<file path="src/rtl/cnn_frame_sequencer.sv">
// Frame-level controller for the CNN datapath: reset, start, one frame of pixels, result handoff.
// Optional watchdog on the result wait is built when SEQ_TIMEOUT_EN is defined.
module cnn_frame_sequencer #(
   parameter int unsigned FRAME_PIXELS   = 1024,
   parameter int unsigned RST_CYCLES     = 4,
   parameter int unsigned TIMEOUT_CYCLES = 4096
) (
   input  logic        clk,
   input  logic        rst,
   input  logic        enable,
   input  logic        s_pix_valid,
   input  logic [7:0]  s_pix_data,
   input  logic        s_pix_last,
   output logic        s_pix_ready,
   output logic        cnn_rst,
   output logic        cnn_start,
   output logic        cnn_pixel_valid,
   output logic [7:0]  cnn_pixel,
   input  logic        cnn_result_valid,
   input  logic [47:0] cnn_result,
   output logic        m_res_valid,
   output logic [47:0] m_res_data,
   input  logic        m_res_ready,
   output logic        busy,
   output logic [15:0] frame_cnt,
   output logic        err_framing,
   output logic        err_timeout
);

   localparam int unsigned PW = (FRAME_PIXELS > 1) ? $clog2(FRAME_PIXELS) : 1;
   localparam int unsigned RW = (RST_CYCLES > 1) ? $clog2(RST_CYCLES) : 1;
   localparam logic [PW-1:0] LAST_IDX = PW'(FRAME_PIXELS - 1);
   localparam logic [RW-1:0] RST_LAST = RW'(RST_CYCLES - 1);

   typedef enum logic [2:0] {
      S_CNN_RST,
      S_IDLE,
      S_START,
      S_STREAM,
      S_WAIT_RES,
      S_OUTPUT
   } state_t;

   state_t        state;
   state_t        next_state;
   logic [PW-1:0] pix_cnt;
   logic [RW-1:0] rst_cnt;
   logic          accept;
   logic          final_beat;
   logic          early_last;
   logic          capture;
   logic          deliver;
   logic          wd_expired;

   // Ready is a pure state decode so upstream sees it without a register stage.
   assign s_pix_ready = (state == S_STREAM);

   always_comb begin
      next_state = state;
      accept     = 1'b0;
      final_beat = 1'b0;
      early_last = 1'b0;
      capture    = 1'b0;
      deliver    = 1'b0;
      case (state)
         S_CNN_RST: if (rst_cnt == RST_LAST) next_state = S_IDLE;
         S_IDLE:    if (enable) next_state = S_START;
         S_START:   next_state = S_STREAM;
         S_STREAM: begin
            if (s_pix_valid) begin
               accept = 1'b1;
               if (pix_cnt == LAST_IDX) begin
                  final_beat = 1'b1;
                  next_state = S_WAIT_RES;
               end else if (s_pix_last) begin
                  early_last = 1'b1;
                  next_state = S_CNN_RST;
               end
            end
         end
         S_WAIT_RES: begin
            if (cnn_result_valid) begin
               capture    = 1'b1;
               next_state = S_OUTPUT;
            end else if (wd_expired) begin
               next_state = S_CNN_RST;
            end
         end
         S_OUTPUT: begin
            if (m_res_ready) begin
               deliver    = 1'b1;
               next_state = S_CNN_RST;
            end
         end
         default: next_state = S_CNN_RST;
      endcase
   end

   // Status outputs are registered from next_state so they line up with the state they describe.
   always_ff @(posedge clk) begin
      if (!rst) begin
         state           <= S_CNN_RST;
         rst_cnt         <= '0;
         pix_cnt         <= '0;
         cnn_rst         <= 1'b1;
         cnn_start       <= 1'b0;
         cnn_pixel_valid <= 1'b0;
         cnn_pixel       <= '0;
         m_res_valid     <= 1'b0;
         m_res_data      <= '0;
         busy            <= 1'b0;
         frame_cnt       <= '0;
         err_framing     <= 1'b0;
      end else begin
         state           <= next_state;
         rst_cnt         <= (state == S_CNN_RST && next_state == S_CNN_RST) ? rst_cnt + 1'b1 : '0;
         if (state == S_START)
            pix_cnt <= '0;
         else if (accept)
            pix_cnt <= pix_cnt + 1'b1;
         cnn_rst         <= (next_state == S_CNN_RST);
         cnn_start       <= (next_state == S_START);
         m_res_valid     <= (next_state == S_OUTPUT);
         busy            <= (next_state != S_IDLE);
         cnn_pixel_valid <= accept & ~early_last;
         if (accept && !early_last)
            cnn_pixel <= s_pix_data;
         if (capture)
            m_res_data <= cnn_result;
         if (deliver)
            frame_cnt <= frame_cnt + 16'd1;
         err_framing     <= early_last | (final_beat & ~s_pix_last);
      end
   end

`ifdef SEQ_TIMEOUT_EN
   localparam int unsigned WW = (TIMEOUT_CYCLES > 1) ? $clog2(TIMEOUT_CYCLES) : 1;
   logic [WW-1:0] wd_cnt;

   assign wd_expired = (wd_cnt == WW'(TIMEOUT_CYCLES - 1));

   always_ff @(posedge clk) begin
      if (!rst) begin
         wd_cnt      <= '0;
         err_timeout <= 1'b0;
      end else begin
         wd_cnt      <= (state == S_WAIT_RES) ? wd_cnt + 1'b1 : '0;
         err_timeout <= (state == S_WAIT_RES) & ~cnn_result_valid & wd_expired;
      end
   end
`else
   assign wd_expired  = 1'b0;
   assign err_timeout = 1'b0;
`endif

endmodule
</file>
<file path="config.mk">
export PLATFORM = sky130hd
export DESIGN_NAME = cnn_frame_sequencer
export DESIGN_NICKNAME = d
export VERILOG_FILES = /design/src/rtl/cnn_frame_sequencer.sv
export SDC_FILE = /design/constraint.sdc
export NUM_CORES = 1
export LEC_CHECK = 0
export CORE_UTILIZATION = 39
export CTS_CLUSTER_DIAMETER = 60
export DETAILED_ROUTE_END_ITERATION = 8
export PLACE_DENSITY = 0.78
export RECOVER_POWER = 100
export SYNTH_ARGS = -nofsm -noshare
export SYNTH_HDL_FRONTEND = slang
export SYNTH_SLANG_ARGS = --single-unit
</file>
<file path="constraint.sdc">
create_clock -name clk -period 1.62 [get_ports clk]
set_input_delay 0.486 -clock clk [delete_from_list [all_inputs] [get_ports clk]]
set_output_delay 0.486 -clock clk [all_outputs]
set_load 0.01 [all_outputs]
</file>
Word-level counts from Yosys, hierarchy flattened
Cells that the tools add are included.
- output and inout port bits: 80
- bits in latches: 0
- memories kept: 0
- RAM bits: 0
- word-level logic and storage cells: 59
- bits in registers: 93
- bits in read-only memories: 0
- input port bits: 63
- reduce and logical (&&, ||, !) cells: 7
- mux-type cells: 21
- $add $sub $neg: 3
- magnitude comparators: 0
- div/mod/pow operators: 0
- equal/unequal tests: 10
- shift-type cells: 0
- multipliers: 0
- bitwise logic cells: 6
- operators with widths (operator ; number):
    $mux W3 ; 7
    $pmux W3 S6 ; 1
    $add A16 B1 Y16 const B ; 1
    $mux W1 ; 13
    $add A10 B1 Y10 const B ; 1
    $eq A10 B10 Y1 const B ; 1
    $eq A3 B2 Y1 const B ; 3
    $eq A3 B3 Y1 const B ; 3
    $logic_not A3 Y1 ; 2
    $eq A3 B1 Y1 const B ; 1
    $ne A3 B1 Y1 const B ; 1
    $not A1 Y1 ; 3
    $add A2 B1 Y2 const B ; 1
    $and A1 B1 Y1 ; 2
    $eq A2 B2 Y1 const B ; 1
    $logic_and A1 B1 Y1 ; 2
    $reduce_and A2 Y1 ; 1
    $reduce_or A2 Y1 ; 1
    $logic_not A1 Y1 ; 1
    $or A1 B1 Y1 ; 1

Logic depth before layout (Yosys ltp)
- depth after elaboration: 7
- depth in mapped cells: 7
- gate-level depth less buffers: 5

Worst setup path after synthesis
No wires, ideal clock.
- path type: input -> register
- start point: in m_res_ready
- end point: reg frame_cnt[14]
- buffers on the path: 1
- required time: 1.550 ns
- path slack: -0.037 ns
- setup time: 0.070 ns
- stages: 5
- arrival time: 1.587 ns
- cells stage by stage: and4b_1 > buf_6 > nand4_4 > or4_1 > a21oi_1
- word-level cells in the longest chain between the ends: 2
- RTL lines (item ; line ; source):
    from (decl) ; 23 ; input logic m_res_ready,
    $mux W1 ; 90 ; if (m_res_ready) begin
    $mux W1 ; 65 ; case (state)
    to (signal assigned) ; 131 ; frame_cnt <= frame_cnt + 16'd1;
    to (decl) ; 25 ; output logic [15:0] frame_cnt,
Every way passes these cells.
A chain may end at the register's enable or synchronous reset.

Worst setup path after layout
- start point: reg state[1]
- end point: out s_pix_ready
- word-level cells in the longest chain between the ends: 1
- RTL lines (item ; line ; source):
    from (decl) ; 44 ; state_t state;
    from (signal assigned) ; 115 ; state <= next_state;
    $eq A3 B2 Y1 ; 56 ; assign s_pix_ready = (state == S_STREAM);
    to (decl) ; 14 ; output logic s_pix_ready,
Every way passes these cells.

==> key figures <==
Placed design
  • Dpl hpwl: 6661 um
  • GP Congestion: 0.8162
  • IO buf count: 141

Logic synthesis
  • Syn nets: 491
  • Instance count of the mapped netlist: 425
  • Number of flops mapped to enable cells by yosys: 0
  • Async set-reset flop share out of synthesis: 0%
  • Primary FF master, synth: dfxtp_1
  • Yosys Warn Count: 0
  • Post-Syn Area per Cell: 8.438 sq um
  • Count of different cell masters after synthesis: 39
  • Register area share after synthesis: 51.92%
  • Synthesized area: 0.003586 sq mm
  • Flops & latches, synth: 93

Timing
  • Min cycle time layout: 1.571 ns
  • Fin. max-slew vios: 0
  • Final hold slack: 0.4378 ns
  • Final hold vios: 0
  • Setup TNS: 0 ns
  • Worst Clk Skew: 0.01150 ns
  • FMAX: 636.7 MHz
  • Finish-stage setup viols: 0
  • Period utilization: 96.95%

Power
  • Max IR drop VDD: 0.3868 mV
  • P_leak: 0.002386 uW
  • PwrDens: 780.7 mW/mm^2

CTS
  • # clock sinks: 93
  • Cts hold-fix bufs: 0
  • Skew-Pair Late Insertion Delay: 0.36 ns
  • Clock Pin Slew Worst Setup and Hold Paths: 0.08 ns
  • Root Buffer: clkbuf_8
  • CTS H-Tree Depth: 3
  • Total CTS buffers: 9
  • Clock buffer depth: 2
  • TritonCTS clock tree: done

Layout
  • Layout Area Growth over Synthesis: 54.99%
  • Area of the multi-input gates: 0.001663 sq mm
  • Final-layout fill cell count: 784
  • ANT cells: 0
  • Sequential cell area: 0.001871 sq mm
  • Layout cells sized above 1: 13.26%
  • Nets: 657
  • Most common cell after layout, fill and taps aside: nand2_1
  • Commonest non-fill, non-tap cells in the layout: 125 x nand2_1, 86 x dfxtp_1, 79 x dlygate4sd2_1

Global route
  • Number of global-route vias before repair: 3267
  • Maximum number of pins on one net before global-route repair: 49
  • Total Routing Usage GR: 19.49%
  • Initial antenna violation count: 0
  • GRT overflow: 0
  • Global-route wire length before repair: 14940 um

Worst setup path
  • CP bufs+invs: 1
  • Worst path slowest cell: dfxtp_2
  • Critical path's largest stage delay: 0.34 ns
  • Critical Path, Cell by Cell: nor2b_4 -> and2_1 -> buf_2
  • Worst Path Max Fanout: 3
  • Worst Setup Start Kind: flop
  • CP Data Arrival Time: 1.08 ns
  • Setup CP Type: flop to output pin
  • Req. time, crit path: 1.13 ns
  • CP Capture Type: output pin
  • CP top delay family: flip-flops

Drt
  • DRT Wirelength: 9492 um
  • Drt initial violations: 106
  • Vias: 3452
  • Vias per inst: 4.903
  • Drt first pass iters: 8
  • DRT antenna net count: 0
  • WL/cell: 13.48 um
  • # DRC: 13

Floorplan
  • Die width: 97.89 um
  • Starting Density: 40.72%
  • Row cnt: 34
  • Core Region: 0.008806 sq mm
  • Die area: 0.009582 sq mm
  • Die H: 97.89 um
  • Top Ports: 143

Outcome
  • Failing checks: DRC
  • Status: complete, but fails checks

Worst hold path
  • Worst min path class: flop to flop

Run
  • Total of max-cap violations: 0
## sequential cells by signal, summed over array words and instances (netlist names)
signal           flops
m_res_data          48
frame_cnt           16
pix_cnt             10
cnn_pixel            8
state                3
rst_cnt              2
busy                 1
cnn_pixel_valid      1
cnn_rst              1
cnn_start            1
err_framing          1
m_res_valid          1
## timing repair
item                                    in CTS  in global routing
endpoints found under the setup margin      88                 26
pin swaps                                    9                  4
buffers inserted                             4                  1
gates resized for setup                     98                 12
## worst register-to-register path, cell delays in order (launching register included)
cell,delay [ns]
dfxtp_1,0.40
and4_1,0.26
nand3_1,0.14
o21a_1,0.23
o41ai_1,0.41
## routing by layer
metal  wire, um  GRT usage [%]  up-vias
li1           -              -     1755
met1       3989          22.02     1571
met2       4557          34.07      109
met3        705          4.796       17
met4        239          9.907        0
met5          0              0        -
## cell usage after synthesis, types with 2 or more instances
library cell / instances / area share, %
nand2_1: 125 / 13
dfxtp_1: 93 / 52
a21oi_1: 62 / 8.7
nor2_1: 19 / 2.0
clkbuf_1: 14 / 1.5
xor2_1: 12 / 2.9
mux2i_1: 10 / 2.8
nand3_1: 9 / 1.3
nand4_1: 8 / 1.4
o21ai_0: 8 / 1.1
buf_2: 7 / 0.98
or3_1: 7 / 1.2
and3_1: 5 / 0.87
inv_1: 4 / 0.42
o21a_1: 4 / 0.84
o31ai_1: 4 / 0.84
or4_1: 4 / 0.84
and2_1: 3 / 0.52
ha_1: 3 / 1.0
and3_2: 2 / 0.42
and4b_1: 2 / 0.56
buf_1: 2 / 0.21
xnor2_1: 2 / 0.49
## stage by stage
stage	worst slack, ns	total power, uW	cell area, sq um	util [%]	instances
2_1_floorplan	-0.005885	2502	3591	-	425
3_3_place_gp	-0.5122	2740	5360	60.87	683
3_5_place_dp	-0.5505	2745	5360	60.87	683
4_1_cts	0.003106	4387	5535	62.86	703
5_1_grt	-0.008194	4529	5558	63.11	704
6_report	0.04949	4339	5558	63.11	704
## cell type report
class,count,area share [%]
multi-input cells,303,29.92
inverters,4,0.2701
repair buffers,180,30.01
well taps,108,2.431
clock buffers,11,2.364
flip-flops and latches,93,33.66
clock inverters,5,1.351
## cell families (layout without fill, tap and decap cells)
group	count (synthesis)	in the layout	synth area share, %
XOR/XNOR	14	14	3.419
buffers and inverters	29	200	3.594
AO/OA/AOI/OAI	83	83	12.70
AND/OR/NAND/NOR	192	192	24.42
other	1	1	0.1046
flip-flops	93	93	51.92
multiplexers	10	10	2.791
adder cells (fa/ha/maj)	3	3	1.047
## where the power goes
group | leakage, uW | switching [uW] | internal (uW) | total [uW]
clock | 0.000107 | 786 | 864 | 1650
combinational | 0.00153 | 141 | 218 | 359
sequential | 0.000753 | 13.4 | 2320 | 2330
total | 0.00239 | 941 | 3400 | 4340
## final timing paths
path,end,cells past startpoint,slack (ns),startpoint
setup / recovery,s_pix_ready,3,0.05,state[1]$_SDFF_PN0_
setup reg to reg,cnn_rst$_SDFF_PN1_,4,0.07,pix_cnt[3]$_SDFFE_PP0P_
hold / removal,rst_cnt[0]$_SDFF_PN0_,1,0.44,rst_cnt[0]$_SDFF_PN0_
hold reg to reg,rst_cnt[0]$_SDFF_PN0_,1,0.44,rst_cnt[0]$_SDFF_PN0_
Power figures use the tool's default switching activity.
